--- config.mk ---
export PLATFORM = sky130hd
export DESIGN_NAME = muldiv_unit_flat
export DESIGN_NICKNAME = d
export VERILOG_FILES = /design/src/rtl/muldiv_unit_if.sv /design/src/rtl/muldiv_unit.sv /design/src/flat_wrapper.sv
export SDC_FILE = /design/constraint.sdc
export NUM_CORES = 1
export LEC_CHECK = 0
export ABC_AREA = 1
export BUFFER_PORTS_ARGS = -buffer_cell sky130_fd_sc_hd__buf_2
export CORE_ASPECT_RATIO = 0.8
export CORE_MARGIN = 2
export CORE_UTILIZATION = 50
export DETAILED_ROUTE_END_ITERATION = 10
export PLACE_DENSITY = 0.69
export SLEW_MARGIN = 20
export SYNTH_ARGS = -nofsm -noshare
export SYNTH_HDL_FRONTEND = slang
export SYNTH_SLANG_ARGS = --single-unit
--- constraint.sdc ---
create_clock -name i_clk -period 3.6 [get_ports i_clk]
set_input_delay 0.9 -clock i_clk [delete_from_list [all_inputs] [get_ports i_clk]]
set_output_delay 0.9 -clock i_clk [all_outputs]
set_load 0.02 [all_outputs]
--- src/rtl/muldiv_unit_if.sv ---
// Request/response bundle for muldiv_unit: start strobe, operands and op in; busy/done/result out.
interface muldiv_unit_if;
  logic        i_start;
  logic [31:0] i_1;
  logic [31:0] i_2;
  logic [1:0]  i_ctrl;
  logic        o_busy;
  logic        o_done;
  logic [31:0] o_1;
  logic        o_zero;

  modport master (output i_start, i_1, i_2, i_ctrl, input o_busy, o_done, o_1, o_zero);
  modport slave  (input i_start, i_1, i_2, i_ctrl, output o_busy, o_done, o_1, o_zero);
endinterface

--- src/rtl/muldiv_unit.sv ---
// Iterative 32-bit unsigned MUL/MULHU/DIVU/REMU, one radix-2 step per clock.
// Optional MULDIV_ZERO_BYPASS_EN short-cuts zero-operand multiplies and divide-by-zero.
module muldiv_unit (
  input  logic         i_clk,
  input  logic         i_rst_n,
  muldiv_unit_if.slave bus
);
  typedef enum logic [1:0] {IDLE, RUN, DONE} state_t;

  state_t      state;
  logic [4:0]  cnt;
  logic [1:0]  op;
  logic [31:0] opb;   // multiplicand or divisor
  logic [31:0] acc;   // product high half / partial remainder
  logic [31:0] q;     // multiplier -> product low half / dividend -> quotient
  logic        byp;

  logic [32:0] mul_sum, div_sh, div_diff;
  logic [31:0] acc_nxt, q_nxt, res_nxt, byp_res, fin_res;
  logic        byp_hit;

  always_comb begin
    mul_sum  = {1'b0, acc} + (q[0] ? {1'b0, opb} : 33'd0);
    div_sh   = {acc, q[31]};
    div_diff = div_sh - {1'b0, opb};
    if (!op[1]) begin
      acc_nxt = mul_sum[32:1];
      q_nxt   = {mul_sum[0], q[31:1]};
    end else if (!div_diff[32]) begin
      acc_nxt = div_diff[31:0];
      q_nxt   = {q[30:0], 1'b1};
    end else begin
      acc_nxt = div_sh[31:0];
      q_nxt   = {q[30:0], 1'b0};
    end
    // MUL/DIVU take the low/quotient word, MULHU/REMU the high/remainder word
    res_nxt = op[0] ? acc_nxt : q_nxt;
    byp_res = !op[1] ? 32'd0 : (op[0] ? q : 32'hFFFF_FFFF);
    fin_res = byp ? byp_res : res_nxt;
  end

`ifdef MULDIV_ZERO_BYPASS_EN
  assign byp_hit = bus.i_ctrl[1] ? (bus.i_2 == 32'd0)
                                 : ((bus.i_1 == 32'd0) || (bus.i_2 == 32'd0));
`else
  assign byp_hit = 1'b0;
`endif

  always_ff @(posedge i_clk or negedge i_rst_n) begin
    if (!i_rst_n) begin
      state      <= IDLE;
      cnt        <= 5'd0;
      op         <= 2'd0;
      opb        <= 32'd0;
      acc        <= 32'd0;
      q          <= 32'd0;
      byp        <= 1'b0;
      bus.o_busy <= 1'b0;
      bus.o_done <= 1'b0;
      bus.o_1    <= 32'd0;
      bus.o_zero <= 1'b1;
    end else begin
      bus.o_done <= 1'b0;
      case (state)
        IDLE: if (bus.i_start) begin
          op         <= bus.i_ctrl;
          opb        <= bus.i_2;
          acc        <= 32'd0;
          q          <= bus.i_1;
          byp        <= byp_hit;
          // a bypassed op spends a single cycle in RUN, landing o_done one edge after start
          cnt        <= byp_hit ? 5'd31 : 5'd0;
          state      <= RUN;
          bus.o_busy <= 1'b1;
        end
        RUN: begin
          acc <= acc_nxt;
          q   <= q_nxt;
          cnt <= cnt + 5'd1;
          if (cnt == 5'd31) begin
            bus.o_1    <= fin_res;
            bus.o_zero <= (fin_res == 32'd0);
            bus.o_done <= 1'b1;
            state      <= DONE;
          end
        end
        DONE: begin
          state      <= IDLE;
          bus.o_busy <= 1'b0;
        end
        default: begin
          state      <= IDLE;
          bus.o_busy <= 1'b0;
        end
      endcase
    end
  end
endmodule

--- src/flat_wrapper.sv ---
// flat-port wrapper written by rule: the top's interface ports become plain ports
module muldiv_unit_flat 
  (i_clk, i_rst_n, bus_i_start, bus_i_1, bus_i_2, bus_i_ctrl, bus_o_busy, bus_o_done, bus_o_1, bus_o_zero);
  muldiv_unit_if bus_i ();
  input  logic i_clk;
  input  logic i_rst_n;
  input wire logic [$bits(bus_i.i_start)-1:0] bus_i_start;
  input wire logic [$bits(bus_i.i_1)-1:0] bus_i_1;
  input wire logic [$bits(bus_i.i_2)-1:0] bus_i_2;
  input wire logic [$bits(bus_i.i_ctrl)-1:0] bus_i_ctrl;
  output wire logic [$bits(bus_i.o_busy)-1:0] bus_o_busy;
  output wire logic [$bits(bus_i.o_done)-1:0] bus_o_done;
  output wire logic [$bits(bus_i.o_1)-1:0] bus_o_1;
  output wire logic [$bits(bus_i.o_zero)-1:0] bus_o_zero;
  assign bus_i.i_start = bus_i_start;
  assign bus_i.i_1 = bus_i_1;
  assign bus_i.i_2 = bus_i_2;
  assign bus_i.i_ctrl = bus_i_ctrl;
  assign bus_o_busy = bus_i.o_busy;
  assign bus_o_done = bus_i.o_done;
  assign bus_o_1 = bus_i.o_1;
  assign bus_o_zero = bus_i.o_zero;
  muldiv_unit u_core (.i_clk(i_clk), .i_rst_n(i_rst_n), .bus(bus_i));
endmodule
==> results of run 1 <==
## metal layers
metal | vias up | wire length (µm)
met3 | 74 | 3940
met5 | - | 0
met2 | 523 | 17700
met1 | 5803 | 19500
met4 | 0 | 1250
li1 | 6161 | -
## through the flow
step	instances	area, µm²	setup TNS, ns
floorplan	1863	11800	0
global placement	2233	12600	0
detailed placement	2233	12600	0
CTS	2265	13300	0
global route	2272	13400	-0.000411
finish	2272	13400	0
## cells in the final DEF (no fill, tap or decap), types with 8 or more instances in the layout
master and instances:
clkbuf_16 17, o21ai_0 137, nor3_1 11, buf_4 18, xnor2_1 12, nand3_1 165
nand2_1 585, ha_1 66, buf_2 102, or2_2 26, inv_1 272, o211ai_1 29
nand4_1 13, nor2_1 136, nand3b_1 15, a21oi_1 110, nand2_2 8, dfrtp_1 138
## cell type report
type                       count  area share
inverter                     279      0.0783
tap                          312      0.0292
timing repair buffer         125      0.0551
clock inverter                12      0.0137
multi-input combinational   1384       0.527
clock buffer                  20      0.0341
sequential                   140       0.262
## flip-flops by register name, indices dropped and copies added, names as in the netlist
name,cells
u_core.acc,32
u_core.bus.o_1,32
u_core.opb,32
u_core.q,32
u_core.cnt,5
u_core.op,2
u_core.state,2
u_core.bus.o_busy,1
u_core.bus.o_done,1
u_core.bus.o_zero,1
## logic make-up after synthesis
logic type | synth area share
adder cells (fa/ha/maj) | 0.0734
multiplexers | 0.000955
AO/OA/AOI/OAI | 0.146
flip-flops | 0.297
XOR/XNOR | 0.0119
AND/OR/NAND/NOR | 0.359
buffers and inverters | 0.112
## path summary, 6_finish.rpt
| kind | depth (start not counted) | from | slack, ns | to |
|---|---|---|---|---|
| max | 23 | u_core.q[31] | 0.25 | u_core.bus.o_zero |
| min | 1 | i_rst_n | 0.42 | u_core.opb[29] |
| max reg2reg | 23 | u_core.q[31] | 0.25 | u_core.bus.o_zero |
| min reg2reg | 2 | u_core.bus.o_1[29] | 0.48 | u_core.bus.o_1[29] |
| max in group asynchronous | 2 | i_rst_n | 2.39 | u_core.acc[13] |
| min in group i_clk | 2 | u_core.bus.o_1[29] | 0.48 | u_core.bus.o_1[29] |
## what timing repair did
item                       CTS  global route
setup endpoints to repair    0             1
hold buffers                 0             0
setup buffers                0             4
gates resized for setup      0             7
## worst max-delay path: stages, from the launching register on
cell     delay [ns]
dfrtp_1        0.36
inv_1          0.13
ha_1           0.21
inv_1          0.09
fa_1           0.46
nand2_1        0.08
nand2_1        0.08
nand3_1        0.11
nand2_2        0.11
nand2_2        0.09
nand2_4        0.06
nand2_4        0.11
nand2_4        0.09
nand2_4        0.19
nand3_1        0.13
nand3_1        0.12
nand3_1        0.10
nand2_1        0.20
nand2_1        0.07
nor2_1         0.10
nand2_1        0.14
nor2_1         0.12
nand3_1        0.08
nand2_1        0.06
==> impl_metrics.yaml, run 1 <==
floorplanning:
  start_util: 0.507
  core_area_mm2: 0.0233
  rows: 50
  floorplan.die.width_um: 176
  ioPinCount: 104
  die_h_um: 141
  dieArea_mm2: 0.0248
drt:
  drt_pass1_iterations: 7
  drtAntennaViolNets: 0
  wirelength_um: 42400
  num_vias: 12600
  drcViolationCount: 0
  viasPerCell: 5.53
  wl_per_cell_um: 18.7
  drt_iter0_drc: 1442
synth:
  synth.distinct_cells: 44
  ys.flop_type: "dfrtp_1"
  synth_edf_count: 0
  yosysWarnings: 0
  postSynthAreaPerCell_um2: 6.33
  syn_inst: 1863
  yosysTopAreaCellShare: 0.295
  synthTopCellsByArea: "dfrtp_1 30%, nand2_1 19%, inv_1 8.7%, ha_1 7.0%, nand3_1 7.0%"
  synth_fp_nets: 2000
  ys_seq_elements: 140
  syn_area_mm2: 0.0118
  yosysTopAreaCell: "dfrtp_1"
  synth.cells.most_frequent: "589 x nand2_1, 272 x inv_1, 165 x nand3_1"
  synthMostInstantiatedCell: "nand2_1"
  async_flop_share: 1.00
  ys_seq_area_frac: 0.297
place:
  place.gp.congestion: 1.01
  portBuffers: 103
  pre_cts_slack_ns: 0.234
  hpwlAfterDp_um: 32700
sta:
  holdWs_ns: 0.423
  drv_slew: 0
  post-route-period-util: 0.930
  tightestPinTransition_ns: 0.846
  layout_setup_ws_ns: 0.251
  hold_violations: 0
  layout_min_cycle_time_ns: 3.35
  fmax_mhz: 299
  slew_headroom: 0.436
  setup_viol: 0
  finalClockSkew_ns: 0.00965
clock_tree:
  cts.sinks: 140
  cts_tree: "yes"
  cts_buffer_depth: 2
  cts_root_buf: "clkbuf_16"
  htree_num_levels: 4
  cts_inserted_buffers: 17
  clock_latency_ns: 0.44
  clk_pin_slew_worst_paths_ns: 0.07
final_layout:
  seqCellArea_mm2: 0.00351
  drive_above_1_share: 0.117
  n_fill_cell: 2350
  area_growth_pct: 13.5
  multi_input_comb_area_mm2: 0.00706
  final_util: 0.575
  nNetsFinal: 2084
  diodes: 0
worst_setup_path:
  cp_max_fo: 8
  crit_required_ns: 3.98
  critPathKind: "flip-flop to flip-flop"
  start_kind: "flip-flop"
  worstSetupEndpointType: "flip-flop"
  cp.arrival_ns: 3.73
grt:
  grt_pass1_wl_um: 65100
  grt_usage: 0.344
  grt_pass1_vias: 11400
  use_met3: 0.0938
  met1_usage: 0.493
  busiest_layer: "met2"
  grt.met2_usage: 0.507
  grt_max_degree: 110
  grt_remaining_overflow: 0
  grt_antenna_before_repair: 0
hold_path:
  hold_class: "primary input to async pin"
flow_run:
  cap_violations: 0
status:
  status: "finished, final reports clean"
Power of run 1 is left out: the tool's default activity adds up to more than one toggle a clock period on the data nets, which glitch-free logic cannot reach.
==> run 2: changes to the inputs <==
--- a/config.mk
+++ b/config.mk
@@ -7,12 +7,14 @@
 export LEC_CHECK = 0
 export ABC_AREA = 1
 export BUFFER_PORTS_ARGS = -buffer_cell sky130_fd_sc_hd__buf_2
+export CELL_PAD_IN_SITES_DETAIL_PLACEMENT = 2
+export CELL_PAD_IN_SITES_GLOBAL_PLACEMENT = 2
 export CORE_ASPECT_RATIO = 0.8
 export CORE_MARGIN = 2
-export CORE_UTILIZATION = 50
+export CORE_UTILIZATION = 33
 export DETAILED_ROUTE_END_ITERATION = 10
-export PLACE_DENSITY = 0.69
-export SLEW_MARGIN = 20
+export PLACE_DENSITY_LB_ADDON = 0.1
+export SLEW_MARGIN = 40
 export SYNTH_ARGS = -nofsm -noshare
 export SYNTH_HDL_FRONTEND = slang
 export SYNTH_SLANG_ARGS = --single-unit
==> impl_metrics.yaml, run 2 (synthesized netlist as in run 1, its figures left out) <==
worst_setup_path:
  worstSetupEndpointType: "flip-flop"
  critPathMaxStageDelay_ns: 0.41
  cp_max_fo: 6
  crit_required_ns: 4.01
  cpMaxStageDelayCell: "fa_2"
  reg2regPathDepth: 23
  critPathLaunch: "u_core.q[31]"
  start_kind: "flip-flop"
  r2r_setup_slack_ns: 0.21
  critPathMostFrequentCell: "nand2_1"
  crit_chain: "inv_2 > ha_2 > inv_1 > fa_2 > nand2_1 > nand2_1 > nand3_1 > nand2_2 > nand2_2 > nand2_4 > nand2_4 > nand3_4 > nand2_8 > nand2_1 > nand3_1 > nand3_1 > nand2_1 > nand2_1 > nor2_1 > nand2_1 > nor2_1 > nand3_1 > nand2_1"
  critPathKind: "flip-flop to flip-flop"
  endpoint: "u_core.bus.o_zero"
  cp.arrival_ns: 3.79
  r2r_end: "u_core.bus.o_zero"
  r2r_start: "u_core.q[31]"
floorplanning:
  rows: 61
  core_area_mm2: 0.0350
  dieArea_mm2: 0.0373
  start_util: 0.337
  ioPinCount: 104
  floorplan.die.width_um: 215
  die_h_um: 173
place:
  pre_cts_slack_ns: 0.0661
  place.gp.congestion: 0.905
  portBuffers: 103
  dp.cells: 2401
  hpwlAfterDp_um: 41200
sta:
  drv_slew: 0
  holdWs_ns: 0.431
  layout_setup_ws_ns: 0.210
  tightestPinTransition_ns: 0.757
  hold_violations: 0
  slew_headroom: 0.495
  fmax_mhz: 295
  finalClockSkew_ns: 0.0124
  post-route-period-util: 0.942
  layout_min_cycle_time_ns: 3.39
  fin_setup_tns_ns: 0
  setup_viol: 0
drt:
  drt_pass1_iterations: 5
  drtAntennaViolNets: 0
  num_vias: 12800
  drt_iter0_drc: 755
  wl_per_cell_um: 21.4
  drcViolationCount: 0
  viasPerCell: 5.24
  wirelength_um: 52300
flow_run:
  cap_violations: 0
final_layout:
  drive_above_1_share: 0.130
  instances_no_fill: 2446
  seqCellArea_mm2: 0.00351
  final_cell_mix: "583 x nand2_1, 271 x inv_1, 164 x nand3_1"
  multi_input_comb_area_mm2: 0.00710
  area_growth_pct: 15.8
  final_common_cell: "nand2_1"
  nNetsFinal: 2098
  diodes: 0
  n_fill_cell: 4466
clock_tree:
  cts.sinks: 140
  cts_tree: "yes"
  clock_latency_ns: 0.47
  clk_pin_slew_worst_paths_ns: 0.07
  htree_num_levels: 4
  cts_buffer_depth: 2
  cts_inserted_buffers: 17
  cts_root_buf: "clkbuf_16"
grt:
  grt_pass1_vias: 14000
  grt_remaining_overflow: 0
  grt_antenna_before_repair: 0
  grt_max_degree: 73
  grt_pass1_wl_um: 81600
  grt_usage: 0.283
status:
  status: "finished, final reports clean"
hold_path:
  hold_class: "primary input to async pin"
[run 2: worst max-delay path, delay by kind of cell, from the launching register on]
| family | cells | cell delay [ns] |
|---|---|---|
| AND/OR/NAND/NOR | 19 | 2.14 |
| adder cells (fa/ha/maj) | 2 | 0.60 |
| flip-flops | 1 | 0.38 |
| buffers and inverters | 2 | 0.18 |
[run 2: per-layer routing]
metal / global-route usage / wire length (µm)
met2: 0.474 / 24500
met1: 0.384 / 25100
met4: 0.0899 / 1340
met5: 0 / 0
met3: 0.0267 / 1320
[run 2: cell type report]
type,count,area share
multi-input combinational,1384,0.520
sequential,140,0.257
inverter,279,0.0767
timing repair buffer,139,0.0607
tap,472,0.0432
clock buffer,17,0.0312
clock inverter,15,0.0111
[run 2: repair_timing]
item	4_1_cts	5_1_grt
setup endpoints to repair	0	2
buffers inserted	0	10
hold buffers	0	0
gates resized for setup	0	22
[run 2: how the worst min path moves through the flow]
stage / from / end
CTS: i_rst_n / u_core.opb[29]
finish: i_rst_n / u_core.opb[27]
floorplan: u_core.state[1] / u_core.bus.o_busy
detailed placement: u_core.bus.o_1[26] / u_core.bus.o_1[26]
global route: i_rst_n / u_core.opb[27]
global placement: u_core.bus.o_1[31] / u_core.bus.o_1[31]
[run 2: per-stage QoR]
stage           util  instance area, µm²
5_1_grt        0.391               13700
3_5_place_dp   0.369               12900
4_1_cts        0.385               13500
6_report       0.391               13700
3_3_place_gp   0.369               12900
2_1_floorplan      -               11800
Power of run 2 is left out for the same reason.
